`config.mk`:
```
export PLATFORM = sky130hd
export DESIGN_NAME = approx_mul_ha_pipe
export DESIGN_NICKNAME = d
export VERILOG_FILES = /design/src/rtl/approx_mul_ha_pipe.sv
export SDC_FILE = /design/constraint.sdc
export NUM_CORES = 1
export LEC_CHECK = 0
export CORE_ASPECT_RATIO = 0.8
export CORE_MARGIN = 3
export CORE_UTILIZATION = 35
export DETAILED_ROUTE_END_ITERATION = 6
export PLACE_DENSITY_LB_ADDON = 0.3
export SYNTH_ARGS = -nofsm -noshare
export SYNTH_HDL_FRONTEND = slang
export SYNTH_SLANG_ARGS = --single-unit
```
`constraint.sdc`:
```
create_clock -name clk -period 6 [get_ports clk]
set_input_delay 1.2 -clock clk [delete_from_list [all_inputs] [get_ports clk]]
set_output_delay 1.2 -clock clk [all_outputs]
set_load 0.03 [all_outputs]
```
`src/rtl/approx_mul_ha_pipe.sv`:
```
// Approximate unsigned multiplier: paired partial-product rows are merged by
// runtime-configurable half-adder cells, then summed through a 3-stage pipeline.
module approx_mul_ha_pipe #(
  parameter  int WIDTH = 8,
  localparam int CELLS = (WIDTH / 2) * (WIDTH - 1)
) (
  input  logic                     clk,
  input  logic                     rst_n,
  input  logic                     in_valid,
  output logic                     in_ready,
  input  logic [WIDTH-1:0]         x,
  input  logic [WIDTH-1:0]         y,
  output logic                     out_valid,
  input  logic                     out_ready,
  output logic [2*WIDTH-1:0]       product,
  input  logic                     cfg_we,
  input  logic [$clog2(CELLS)-1:0] cfg_addr,
  input  logic [1:0]               cfg_mode,
  output logic                     cfg_err
);

  localparam int PAIRS = WIDTH / 2;
  localparam int PW    = WIDTH + 2;
  localparam int OW    = 2 * WIDTH;

  logic [1:0]       mode_q [CELLS];
  logic             cfg_err_q;
  logic             cfg_ok;

  logic             s1_valid_q;
  logic [WIDTH-1:0] x1_q;
  logic [WIDTH-1:0] y1_q;

  logic [PW-1:0]    pair_d [PAIRS];
  logic [PW-1:0]    pair_q [PAIRS];
  logic             s2_valid_q;

  logic [OW-1:0]    product_d;
  logic [OW-1:0]    product_q;
  logic             s3_valid_q;

  logic             advance;

  // The whole pipeline moves as one shift register, so bubbles are preserved.
  assign advance   = !s3_valid_q || out_ready;
  assign in_ready  = advance;
  assign out_valid = s3_valid_q;
  assign product   = product_q;
  assign cfg_err   = cfg_err_q;

  assign cfg_ok = cfg_we && !s1_valid_q && !s2_valid_q && !s3_valid_q &&
                  !in_valid && (32'(cfg_addr) < CELLS);

  always_ff @(posedge clk or negedge rst_n) begin
    if (!rst_n) begin
      for (int i = 0; i < CELLS; i++) mode_q[i] <= 2'b00;
      cfg_err_q <= 1'b0;
    end else begin
      cfg_err_q <= cfg_we && !cfg_ok;
      if (cfg_ok) mode_q[cfg_addr] <= cfg_mode;
    end
  end

  // Per-pair reduction: cell j merges pp[2r][j] with pp[2r+1][j-1].
  always_comb begin
    logic [PW-1:0] acc;
    logic          a, b, s, c;
    logic [1:0]    m;
    acc = '0;
    a   = 1'b0;
    b   = 1'b0;
    s   = 1'b0;
    c   = 1'b0;
    m   = 2'b00;
    for (int r = 0; r < PAIRS; r++) begin
      acc = PW'(x1_q[2*r] & y1_q[0]);
      acc = acc + (PW'(x1_q[2*r+1] & y1_q[WIDTH-1]) << WIDTH);
      for (int j = 1; j < WIDTH; j++) begin
        a = x1_q[2*r] & y1_q[j];
        b = x1_q[2*r+1] & y1_q[j-1];
        m = mode_q[r*(WIDTH-1) + j - 1];
        case (m)
          2'b00:   begin s = a ^ b; c = a & b; end
          2'b01:   begin s = a | b; c = 1'b0;  end
          2'b10:   begin s = 1'b0;  c = a;     end
          default: begin s = 1'b0;  c = 1'b0;  end
        endcase
        acc = acc + (PW'(s) << j) + (PW'(c) << (j + 1));
      end
      pair_d[r] = acc;
    end
  end

  always_comb begin
    product_d = '0;
    for (int r = 0; r < PAIRS; r++) begin
      product_d = product_d + (OW'(pair_q[r]) << (2 * r));
    end
  end

  always_ff @(posedge clk or negedge rst_n) begin
    if (!rst_n) begin
      s1_valid_q <= 1'b0;
      x1_q       <= '0;
      y1_q       <= '0;
      s2_valid_q <= 1'b0;
      for (int r = 0; r < PAIRS; r++) pair_q[r] <= '0;
      s3_valid_q <= 1'b0;
      product_q  <= '0;
    end else if (advance) begin
      s1_valid_q <= in_valid;
      if (in_valid) begin
        x1_q <= x;
        y1_q <= y;
      end
      s2_valid_q <= s1_valid_q;
      if (s1_valid_q) begin
        for (int r = 0; r < PAIRS; r++) pair_q[r] <= pair_d[r];
      end
      s3_valid_q <= s2_valid_q;
      if (s2_valid_q) product_q <= product_d;
    end
  end

endmodule
```
# --- After elaboration in Yosys (flattened, before gate mapping) ---
# Index checks and enable logic that the tools add are counted.
totals:
  ff_bits: 132
  output_inout_bits: 19
  word_cells: 413
  inputBits: 28
classes:
  mux: 59
  order_cmp: 3
  bitwise_logic: 149
  n_addsub: 63
  reduce_logical: 44
  eq_ne: 56
ops:
  columns: ["operator", "count"]
  rows:
  - ["one-hot mux 1 bit (2 select lines)", 56]
  - ["AND 1 bit", 92]
  - ["adder 10 x 3 -> 10 bit", 8]
  - ["adder 10 x 4 -> 10 bit", 8]
  - ["adder 10 x 5 -> 10 bit", 8]
  - ["adder 10 x 6 -> 10 bit", 8]
  - ["adder 10 x 7 -> 10 bit", 8]
  - ["adder 10 x 8 -> 10 bit", 8]
  - ["bitwise mux 56 bit", 1]
  - ["== test 2 x 1 -> 1 bit (second input constant)", 28]
  - ["== test 2 bit (second input constant)", 28]
  - ["zero test 2 bit", 28]
  - ["adder 1 x 9 -> 10 bit", 4]
  - ["adder 10 x 2 -> 10 bit", 4]
  - ["adder 10 x 9 -> 10 bit", 4]
  - ["OR 1 bit", 28]
  - ["bitwise XOR 1 bit", 28]
  - ["adder 15 x 16 -> 16 bit", 1]
  - ["adder 13 x 14 -> 15 bit", 1]
  - ["adder 10 x 12 -> 13 bit", 1]
  - ["demux 2 bit (select 5 bit)", 1]
  - ["logical AND 1 bit", 7]
  - [">= comparator 6 bit (second input constant)", 1]
  - ["< comparator 6 x 1 -> 1 bit (second input constant)", 1]
  - ["other kinds (6)", 12]

# --- Depth between registers and ports, before layout ---
depth:
  ltp_word: 17
  depth_mapped: 14
  mapped_depth_nobuf: 14

# --- Least setup slack after synthesis ---
# Ideal clock, no wire load.
synth_path:
  path_type: "input-to-output"
  from: "input port out_ready"
  to: "output port in_ready"
  t_arrival_ns: 1.691
  t_required_ns: 4.800
  setup_slack_ns: 3.109
  path_buffers: 1
  stages: 2
  cell_sequence: "nand2b_1 -> clkbuf_1"
synth_via:
  elab_chain_cells: 1
synth_rtl:
  columns: ["item", "line_no", "source"]
  rows:
  - ["start, declared", "14", "input logic out_ready,"]
  - ["logical OR 1 bit", "45", "assign advance = !s3_valid_q || out_ready;"]
  - ["end, declared", "10", "output logic in_ready,"]
# Every way passes these cells.

# --- Worst setup path after layout ---
# Ends and elaborated chain as after synthesis.

==> results.py <==
metrics = {
    "status": {
        "outcome": "complete, no violations",
    },
    "cts": {
        "cts.sinks": 132,
        "cts_hold_buffers": 0,
        "clock_latency_ps": 430,
        "clk_pin_slew_worst_paths_ps": 60,
        "cts_buffers": 17,
        "h-tree-depth": 4,
        "cts_resized": 0,
        "clock_tree.root_cell": "clkbuf_16",
        "post-cts-setup-buffers": 0,
        "clk_path_buf_depth": 2,
        "cts_tree": "yes",
    },
    "yosys": {
        "synth_seq_area_share_pct": 36.4,
        "yosysWarnings": 0,
        "syn_inst": 944,
        "async_flop_share_pct": 100,
        "synthFlopType": "dfrtp_1",
        "syn_avg_cell_area_um2": 9.62,
        "netlist_area_um2": 9080,
        "synth_cell_type_count": 44,
        "synth_seq_cells": 132,
        "yosys.area.top_type": "dfrtp_1",
        "netlist.area_leader.share_pct": 36.4,
        "synth_enable_flop_cells": 0,
        "ys_top_cells_by_area": "dfrtp_1 36%, ha_1 15%, mux2_2 9.4%",
        "mappedNetlistNets": 1096,
    },
    "setup_path": {
        "cp_slowest_cell": "clkdlybuf4s50_1",
        "critical_path.cell_chain": "clkdlybuf4s50_1 > nand2b_1 > clkdlybuf4s50_1",
        "worst_ep_arrival_time_ps": 2610,
        "path_class": "in2out",
        "critPathTopFamily": "buffers and inverters",
        "critPathLaunchType": "primary input",
        "max_stage_delay_ps": 720,
        "cp_common_cell": "clkdlybuf4s50_1",
        "worstPathRequired_ps": 4800,
        "end_kind": "output pin",
        "cp_max_fo": 8,
        "path_buf_inv": 2,
    },
    "power": {
        "power_density_nw_per_um2": 486,
        "p_leak_uw": 0.00530,
        "comb_power_share_pct": 51.4,
        "seqPwrFrac_pct": 26.6,
        "swShare_pct": 42.1,
        "power.switching_uw": 2160,
        "clkPwrFrac_pct": 22.0,
        "intPower_uw": 2970,
        "ir_drop_mv": 0.277,
    },
    "grt": {
        "grt_pass1_vias": 6558,
        "antenna_found_initial": 0,
        "grt.total_usage_pct": 16.5,
        "grt_start_max_net_pins": 95,
        "grt_pass1_wl_mm": 35.3,
        "grt-ovfl-total": 0,
    },
    "routing": {
        "drc": 0,
        "wl_mm": 21.4,
        "drt_pass1_iterations": 4,
        "vias": 6400,
        "antenna_left": 0,
        "avgViaCountPerCell": 4.74,
        "drt_iter0_drc": 355,
        "avgRoutedWirePerCell_um": 15.9,
    },
    "final_layout": {
        "filler_cell_count": 2501,
        "antenna_cells": 0,
        "ff_latch_area_um2": 3300,
        "design_area_um2": 10500,
        "drive_gt1_share_pct": 12.3,
        "area_growth_pct": 16.1,
        "multiInputGateArea_um2": 5190,
        "postLayoutCoreUtil_pct": 41.4,
        "final_nets": 1138,
    },
    "placed_design": {
        "gp_congestion": 0.804,
        "numPortBuffers": 46,
        "dp_hpwl_mm": 16.1,
        "placed_area_um2": 9900,
    },
    "sta": {
        "fin_setup_tns_ps": 0,
        "max_freq_mhz": 263,
        "finalCritPeriodShare_pct": 63.5,
        "rsz0062_at_grt": "false",
        "min_period_ps": 3810,
        "slew_headroom_pct": 21.4,
        "hold_viol_final": 0,
        "skew_ps": 9.26,
        "tightestPinTransition_ps": 1180,
        "setup_viol": 0,
        "drv_slew": 0,
    },
    "run": {
        "cap_viol_max_count": 0,
    },
    "die": {
        "fp.dieH_um": 150,
        "core_area_um2": 25400,
        "dieArea_um2": 27900,
        "pin_count": 47,
        "fp-row-count": 52,
        "start_util_pct": 35.7,
        "dieWidth_um": 186,
    },
    "worst_hold_path": {
        "hp-class": "reg2reg",
    },
}
-- worst min-delay path: cells and delay by family, from the launching register on --
| kind | cells | cell delay, ps |
|---|---|---|
| simple gates | 2 | 90 |
| flops | 1 | 340 |
-- layer usage --
metal / GRT usage, % / part of all wire [%]
met5: 0 / 0
met4: 4.58 / 1.1
met3: 3.04 / 4.0
met2: 23.2 / 39
met1: 25.6 / 55
-- metrics by stage --
stage / hold WS (ps) / std cells / worst slack, ps / power, µW
after global placement: 459 / 1318 / 2180 / 3960
after global routing: 507 / 1350 / 2140 / 5620
after floorplan: 435 / 944 / 3110 / 3270
final: 466 / 1350 / 2190 / 5120
after CTS: 465 / 1350 / 2190 / 5180
after detailed placement: 452 / 1318 / 2200 / 4010
-- area by class of cell --
cell class | count | share of cell area, %
multi-input combinational | 655 | 49.2
timing repair buffer | 48 | 4.52
inverter | 132 | 4.70
clock inverter | 12 | 1.70
tap | 351 | 4.17
clock buffer | 20 | 4.33
sequential | 132 | 31.3
-- cell families after synthesis --
group	synth area share, %
AOI/OAI and AO/OA	9.93
and+or+nand+nor	12.8
adders and majority gates	18.5
xor gates and xnor gates	1.54
muxes	14.3
DFF	36.4
buffers and inverters	6.52
-- final timing paths --
path / slack [ps] / endpoint / cells past startpoint / start
worst max-delay path: 2190 / in_ready / 3 / out_ready
worst min register to register: 470 / pair_q[30]$_DFFE_PN0P_ / 2 / pair_q[30]$_DFFE_PN0P_
max in group asynchronous: 4050 / mode_q[52]$_DFFE_PN0P_ / 2 / rst_n
worst min-delay path: 470 / pair_q[30]$_DFFE_PN0P_ / 2 / pair_q[30]$_DFFE_PN0P_
min in group asynchronous: 850 / product[4]$_DFFE_PN0P_ / 1 / rst_n
worst max register to register: 2900 / product[13]$_DFFE_PN0P_ / 10 / pair_q[14]$_DFFE_PN0P_
-- cells in the mapped netlist (all sizes together) (9+ instances only) --
cell type,count
a211oi,13
a21oi,19
and2,27
clkbuf,23
dfrtp,132
fa,17
ha,107
inv,132
mux2,78
mux2i,42
nand2,98
nand2b,13
nor2,81
nor3,9
o21a,13
o21ai,47
o31ai,10
xor2,12
-- cell usage in the layout (no fill, tap or decap), types with 6 or more instances in the layout --
cell / count
nand2b_1: 13
clkdlybuf4s50_1: 45
clkbuf_16: 17
a211o_1: 7
nor3_1: 9
o21ai_0: 47
a21oi_1: 19
a211oi_1: 13
fa_1: 17
dfrtp_1: 132
mux2_2: 76
nand3_1: 6
and2_1: 26
xor2_1: 12
o21a_1: 13
mux2i_1: 42
nor2_1: 81
or2_2: 6
ha_1: 107
inv_1: 132
nand2_1: 97
o31ai_1: 10
a21o_1: 8
-- sequential cells by signal, summed over array words and instances (netlist names) --
name / count
product: 16
out_valid: 1
cfg_err: 1
s2_valid_q: 1
x1_q: 8
y1_q: 8
pair_q: 40
mode_q: 56
s1_valid_q: 1
-- power groups by stage --
| stage | Combinational, µW | Clock (µW) | Sequential [µW] |
|---|---|---|---|
| floorplan | 1890 | 0 | 1370 |
| global placement | 2580 | 0 | 1370 |
| detailed placement | 2630 | 0 | 1380 |
| CTS | 2660 | 1150 | 1370 |
| global route | 3030 | 1180 | 1400 |
| finish | 2630 | 1130 | 1360 |
Note: power is estimated with default switching activity, not from simulation.
